### src/rtl/bf_multiplier_pipe.sv
// bf_multiplier_pipe: LANES-wide pipelined floating-point multiplier
// (unpack/multiply, normalise, round/pack) with valid/ready flow control.
module bf_multiplier_pipe #(
  parameter int EXP_W      = 8,
  parameter int MAN_W      = 7,
  parameter int LANES      = 4,
  parameter int ROUND_MODE = 1
) (
  input  logic                             clk,
  input  logic                             rst,
  input  logic                             in_valid,
  output logic                             in_ready,
  input  logic [LANES*(1+EXP_W+MAN_W)-1:0] num1,
  input  logic [LANES*(1+EXP_W+MAN_W)-1:0] num2,
  output logic                             out_valid,
  input  logic                             out_ready,
  output logic [LANES*(1+EXP_W+MAN_W)-1:0] mul,
  output logic [LANES*4-1:0]               flags
);
  localparam int W    = 1 + EXP_W + MAN_W;
  localparam int BIAS = 2**(EXP_W-1) - 1;
  localparam int SW   = MAN_W + 1;
  localparam int PW   = 2 * SW;
  localparam int EW   = SW + 2;
  localparam int XW   = EXP_W + 2;
  localparam int LW   = $clog2(PW + 1);
  localparam int EMAX = 2**EXP_W - 1;

  logic v1, v2, v3, adv;

  assign adv       = !v3 | out_ready;
  assign in_ready  = adv;
  assign out_valid = v3;

  always_ff @(posedge clk or posedge rst) begin
    if (rst) begin
      v1 <= 1'b0;
      v2 <= 1'b0;
      v3 <= 1'b0;
    end else if (adv) begin
      v1 <= in_valid;
      v2 <= v1;
      v3 <= v2;
    end
  end

  for (genvar i = 0; i < LANES; i++) begin : g_lane
    logic [W-1:0]         a, b;
    logic [EXP_W-1:0]     ea, eb, xa, xb;
    logic [MAN_W-1:0]     fa, fb;
    logic                 za, zb, ia, ib, na, nb, sgn;
    logic [SW-1:0]        ma, mb;
    logic signed [XW-1:0] es;
    logic [PW-1:0]        prod;
    logic                 sp_c, nv_c;
    logic [W-1:0]         sv_c;

    assign a    = num1[i*W +: W];
    assign b    = num2[i*W +: W];
    assign ea   = a[W-2 -: EXP_W];
    assign eb   = b[W-2 -: EXP_W];
    assign fa   = a[MAN_W-1:0];
    assign fb   = b[MAN_W-1:0];
    assign za   = (ea == '0) & (fa == '0);
    assign zb   = (eb == '0) & (fb == '0);
    assign ia   = (&ea) & (fa == '0);
    assign ib   = (&eb) & (fb == '0);
    assign na   = (&ea) & (fa != '0);
    assign nb   = (&eb) & (fb != '0);
    // Subnormals: hidden bit 0, effective exponent 1.
    assign ma   = {ea != '0, fa};
    assign mb   = {eb != '0, fb};
    assign xa   = (ea == '0) ? EXP_W'(1) : ea;
    assign xb   = (eb == '0) ? EXP_W'(1) : eb;
    assign sgn  = a[W-1] ^ b[W-1];
    assign es   = $signed({2'b00, xa}) + $signed({2'b00, xb})
                - $signed(XW'(BIAS));
    assign prod = {{SW{1'b0}}, ma} * {{SW{1'b0}}, mb};

    always_comb begin
      sp_c = 1'b1;
      nv_c = 1'b0;
      sv_c = '0;
      if (na | nb | (ia & zb) | (za & ib)) begin
        nv_c = 1'b1;
        sv_c = {1'b0, {EXP_W{1'b1}}, 1'b1, {(MAN_W-1){1'b0}}};
      end else if (ia | ib) begin
        sv_c = {sgn, {EXP_W{1'b1}}, {MAN_W{1'b0}}};
      end else if (za | zb) begin
        sv_c = {sgn, {(W-1){1'b0}}};
      end else begin
        sp_c = 1'b0;
      end
    end

    logic [PW-1:0]        p1;
    logic signed [XW-1:0] e1;
    logic                 s1, sp1, nv1;
    logic [W-1:0]         sv1;

    always_ff @(posedge clk) begin
      if (adv) begin
        p1  <= prod;
        e1  <= es;
        s1  <= sgn;
        sp1 <= sp_c;
        nv1 <= nv_c;
        sv1 <= sv_c;
      end
    end

    logic [LW-1:0]        lz;
    logic [PW-1:0]        pn;
    logic signed [XW-1:0] en;

    always_comb begin
      lz = LW'(PW);
      for (int k = 0; k < PW; k++)
        if (p1[k]) lz = LW'(PW - 1 - k);
    end

    // e + 1 - lz covers both the MSB-set (+1) and the -(lz-1) cases.
    assign pn = p1 << lz;
    assign en = e1 + $signed(XW'(1)) - $signed(XW'(lz));

    logic [SW-1:0]        m2;
    logic                 g2, r2, t2, s2, sp2, nv2;
    logic signed [XW-1:0] e2;
    logic [W-1:0]         sv2;

    always_ff @(posedge clk) begin
      if (adv) begin
        m2  <= pn[PW-1 -: SW];
        g2  <= pn[PW-SW-1];
        r2  <= pn[PW-SW-2];
        t2  <= |pn[PW-SW-3:0];
        e2  <= en;
        s2  <= s1;
        sp2 <= sp1;
        nv2 <= nv1;
        sv2 <= sv1;
      end
    end

    logic [EW-1:0]        ext, sx, lostm;
    logic                 tiny, gg, rr, st, nx, of, uf, inc;
    logic [SW:0]          mr;
    logic signed [XW-1:0] ef;
    logic [W-1:0]         res;
    logic [3:0]           fl;
    int                   sh;

    always_comb begin
      ext   = {m2, g2, r2};
      tiny  = e2[XW-1] | (e2 == '0);
      sh    = 0;
      if (tiny) sh = 1 - int'(e2);
      if (sh > EW) sh = EW;
      lostm = ~({EW{1'b1}} << sh);
      sx    = ext >> sh;
      gg    = sx[1];
      rr    = sx[0];
      st    = t2 | (|(ext & lostm));
      nx    = gg | rr | st;
      inc   = (ROUND_MODE != 0) & gg & (rr | st | sx[2]);
      mr    = {1'b0, sx[EW-1:2]} + {{SW{1'b0}}, inc};
      // A carry into the hidden bit promotes a subnormal to exponent 1.
      if (tiny) ef = $signed(XW'(mr[MAN_W]));
      else      ef = e2 + $signed(XW'(mr[SW]));
      of    = !tiny & (ef >= $signed(XW'(EMAX)));
      uf    = tiny & !mr[MAN_W] & nx;
      res   = {s2, ef[EXP_W-1:0], mr[MAN_W-1:0]};
      if (of) begin
        nx  = 1'b1;
        res = (ROUND_MODE != 0)
            ? {s2, {EXP_W{1'b1}}, {MAN_W{1'b0}}}
            : {s2, {(EXP_W-1){1'b1}}, 1'b0, {MAN_W{1'b1}}};
      end
      fl    = {1'b0, of, uf, nx};
      if (sp2) begin
        res = sv2;
        fl  = {nv2, 3'b000};
      end
    end

    logic [W-1:0] r_mul;
    logic [3:0]   r_fl;

    always_ff @(posedge clk or posedge rst) begin
      if (rst) begin
        r_mul <= '0;
        r_fl  <= '0;
      end else if (adv) begin
        r_mul <= res;
        r_fl  <= fl;
      end
    end

    assign mul[i*W +: W]   = r_mul;
    assign flags[i*4 +: 4] = r_fl;
  end
endmodule

### config.mk
export PLATFORM = sky130hd
export DESIGN_NAME = bf_multiplier_pipe
export DESIGN_NICKNAME = d
export VERILOG_FILES = /design/src/rtl/bf_multiplier_pipe.sv
export SDC_FILE = /design/constraint.sdc
export NUM_CORES = 2
export LEC_CHECK = 0
export BUFFER_PORTS_ARGS = -buffer_cell sky130_fd_sc_hd__buf_4
export CAP_MARGIN = 40
export CORE_MARGIN = 5
export CORE_UTILIZATION = 40
export CTS_CLUSTER_DIAMETER = 40
export DETAILED_ROUTE_END_ITERATION = 7
export PLACE_DENSITY = 0.64
export SLEW_MARGIN = 30
export SYNTH_ARGS = -nofsm -noshare
export SYNTH_HDL_FRONTEND = slang
export SYNTH_SLANG_ARGS = --single-unit
### constraint.sdc
create_clock -name clk -period 14.11 [get_ports clk]
set_clock_uncertainty 0.2 [all_clocks]
set_input_delay 2.822 -clock clk [delete_from_list [all_inputs] [get_ports clk]]
set_output_delay 2.822 -clock clk [all_outputs]
set_load 0.01 [all_outputs]
==> flow_summary.yaml <==
placement:
  gp_congestion: 0.913
  place_worst_setup_slack_ns: 5.65
  dpl.hpwl_mm: 56.1
  port_buffers: 213
  dp_cells: 4325
logic_synthesis:
  synth_most_common_cell: "inv_1"
  synthCells: 3281
  synth_area_mm2: 0.0302
  synth_edf_count: 236
  syn_nets: 3841
  synth_cell_types: 112
  ys_dominant_reg_cell: "edfxtp_1"
  synth_top_area_cell: "edfxtp_1"
  synth_area_leaders: "edfxtp_1, ha_1, fa_1"
  netlist_top_cells_count: "inv_1, nand2_1, ha_1, edfxtp_1, nor2_1"
  synth-seq-cells: 319
  synth_top_area_share_pct: 23.5
  ys_async_sr_fraction_pct: 26.0
  ys_seq_area_share_pct: 30.3
  avgSynthCellArea_um2: 9.21
  ys_warn_count: 0
die:
  die_area_mm2: 0.0811
  core_region_area_mm2: 0.0747
  row_count: 100
  dieHeight_um: 285
  io_pins: 214
  initial_core_util_pct: 40.4
  die_w_um: 285
grt:
  antenna_found_initial: 1
  grt_pass1_wl_mm: 120
  gr-total-overflow: 0
  grt_start_max_net_pins: 170
  grt_usage_pct: 17.6
  grt_pass1_vias: 23600
sta:
  max_freq_ghz: 0.128
  worst_pin_slew_ns: 1.07
  rsz0062_at_grt: "no"
  min_period_ns: 7.81
  period_share_pct: 55.4
  slew_headroom_pct: 28.4
  fin_ws_ns: 6.30
  finalHoldViolations: 0
  drv_slew: 0
  finalSetupViolations: 0
  final.setup.tns_ns: 0
run_status:
  status: "finished clean"
setup_path:
  path_common_cell: "fa_1"
  cp-start-kind: "input port"
  cp_top_family: "adder cells"
  cp_cell_sequence: "buf_4 -> nor4_1 -> nand2_1 -> and2_1 -> fa_1 -> fa_1 -> fa_1 -> inv_1 -> fa_1 -> inv_1 -> ha_1 -> a21boi_0 -> o21ai_0 -> a21boi_0 -> o21a_1 -> o21ai_0 -> nand2b_1 -> a21oi_1 -> o21ai_0 -> xnor2_1"
  max_stage_delay_ns: 0.55
  cp.buffers_inverters: 3
  required_ns: 14.24
  crit_fanout: 10
  crit_type: "in2reg"
  crit_arrival_ns: 7.94
  worstSetupEndpointType: "flop"
  critPathSlowestCell: "fa_1"
drt:
  viasPerCell: 5.41
  post-route-drc-count: 0
  wl_per_cell_um: 16.3
  drt_iter0_drc: 1413
  firstDrtPassIters: 5
  ant_nets: 0
  num_vias: 24100
  drt_wl_total_mm: 72.5
hold_path:
  hp-class: "reg2reg"
cts:
  clk_pin_slew_worst_paths_ns: 0.05
  clockBufferDepth: 3
  cts_tree: "built"
  cts_resized: 0
  cts-root-buf: "clkbuf_16"
  numCtsBuffers: 67
  clk_latency_ns: 0.59
  clkSinkCount: 319
  cts_hold_buffers: 0
  htreeDepth: 3
  post_cts_buffers: 0
cells_and_area:
  n_fill_cell: 7145
  final_nets: 3987
  drive_gt1_share_pct: 12.2
  layout.cells.non_filler: 4449
  syn_to_final_growth_pct: 15.2
  n_antenna_cell: 0
power_and_ir_drop:
  p_total_mw: 7.58
  p_leak_nw: 15.5
  vdd.ir_drop.worst_v: 0.0000991
  p_per_area_mw_per_mm2: 218
flow_run:
  max_cap_viol_count: 0
worst paths after layout:
kind | from | endpoint | slack (ns) | depth (start not counted)
hold reg to reg | g_lane[3].sp1$_SDFFCE_PP1P_ | g_lane[3].sp2$_DFFE_PP_ | 0.22 | 0
min in group asynchronous | rst | g_lane[2].r_mul[15]$_DFFE_PP0P_ | 2.03 | 2
hold / removal | g_lane[3].sp1$_SDFFCE_PP1P_ | g_lane[3].sp2$_DFFE_PP_ | 0.22 | 0
setup / recovery | num2[27] | g_lane[1].p1[15]$_DFFE_PP_ | 6.30 | 20
setup reg to reg | g_lane[3].e2[1]$_DFFE_PP_ | g_lane[3].r_mul[11]$_DFFE_PP0P_ | 6.96 | 25
max in group asynchronous | rst | g_lane[3].r_mul[4]$_DFFE_PP0P_ | 10.77 | 4
sequential cells by signal, indices dropped and copies added, names as in the netlist, 12 cells and up:
register      cells
g_lane.e1        40
g_lane.r_fl      16
g_lane.p1        64
g_lane.r_mul     64
g_lane.sv2       12
g_lane.sv1       12
g_lane.m2        32
g_lane.e2        40
where the power goes:
part | internal (mW) | leakage (nW) | total [mW] | switching [mW]
clock | 1.03 | 1.11 | 1.57 | 0.536
combinational | 1.67 | 10.9 | 3.93 | 2.26
sequential | 1.60 | 3.46 | 2.08 | 0.474
metrics by stage:
stage | utilization, % | hold slack [ns] | cell area [um2]
after detailed placement | 43.5 | 0.205 | 32500
after global placement | 43.5 | 0.201 | 32500
after CTS | 46.5 | 0.217 | 34800
after global routing | 46.6 | 0.223 | 34800
final | 46.6 | 0.218 | 34800
after floorplan | - | 0.200 | 30200
cell type report:
| class | count | area [um2] | share of cell area [%] |
|---|---|---|---|
| multi-input cells | 2458 | 19100 | 54.8 |
| flip-flops and latches | 319 | 9160 | 26.3 |
| clock buffers | 81 | 1840 | 5.29 |
| repair buffers | 227 | 1730 | 4.97 |
| inverters | 354 | 1340 | 3.85 |
| well taps | 969 | 1210 | 3.48 |
| clock inverters | 41 | 445 | 1.28 |
layer usage:
layer / up-vias / track usage [%] / part of all wire (%)
met5: - / 0 / 0
met4: 0 / 4.80 / 2.4
met3: 126 / 3.63 / 5.9
met2: 610 / 28.5 / 46
met1: 11500 / 24.1 / 46
li1: 11800 / - / -
cell families after synthesis:
family          Yosys count  share of synthesized area [%]
compound gates          667                           14.8
buf+inv                 504                           6.60
fa+ha+maj               428                           21.5
flops                   319                           30.3
xor+xnor                155                           4.49
simple gates           1096                           18.5
mux                     112                           3.80
placed cells by master (no fill, tap or decap), types with 14 or more instances in the layout:
master	instances
nor4_1	48
nor3_1	53
ha_1	276
buf_4	222
a21o_1	31
a22o_1	15
inv_1	346
nand3_1	68
o221ai_1	15
o22ai_1	15
or3_1	20
o211ai_1	15
a31oi_1	35
o21ai_0	145
clkbuf_16	69
o31ai_1	14
nand4_1	44
and2_1	179
xor2_1	41
a21oi_1	178
mux2_2	21
mux2i_1	91
edfxtp_1	236
fa_1	152
xnor2_1	114
nand2b_1	42
o21bai_1	28
a221o_1	17
nor2_1	214
a21boi_0	15
nand2_1	323
nor2b_1	27
dfrtp_1	83
a211oi_1	29
No activity file was read; power rests on OpenSTA's default activity.
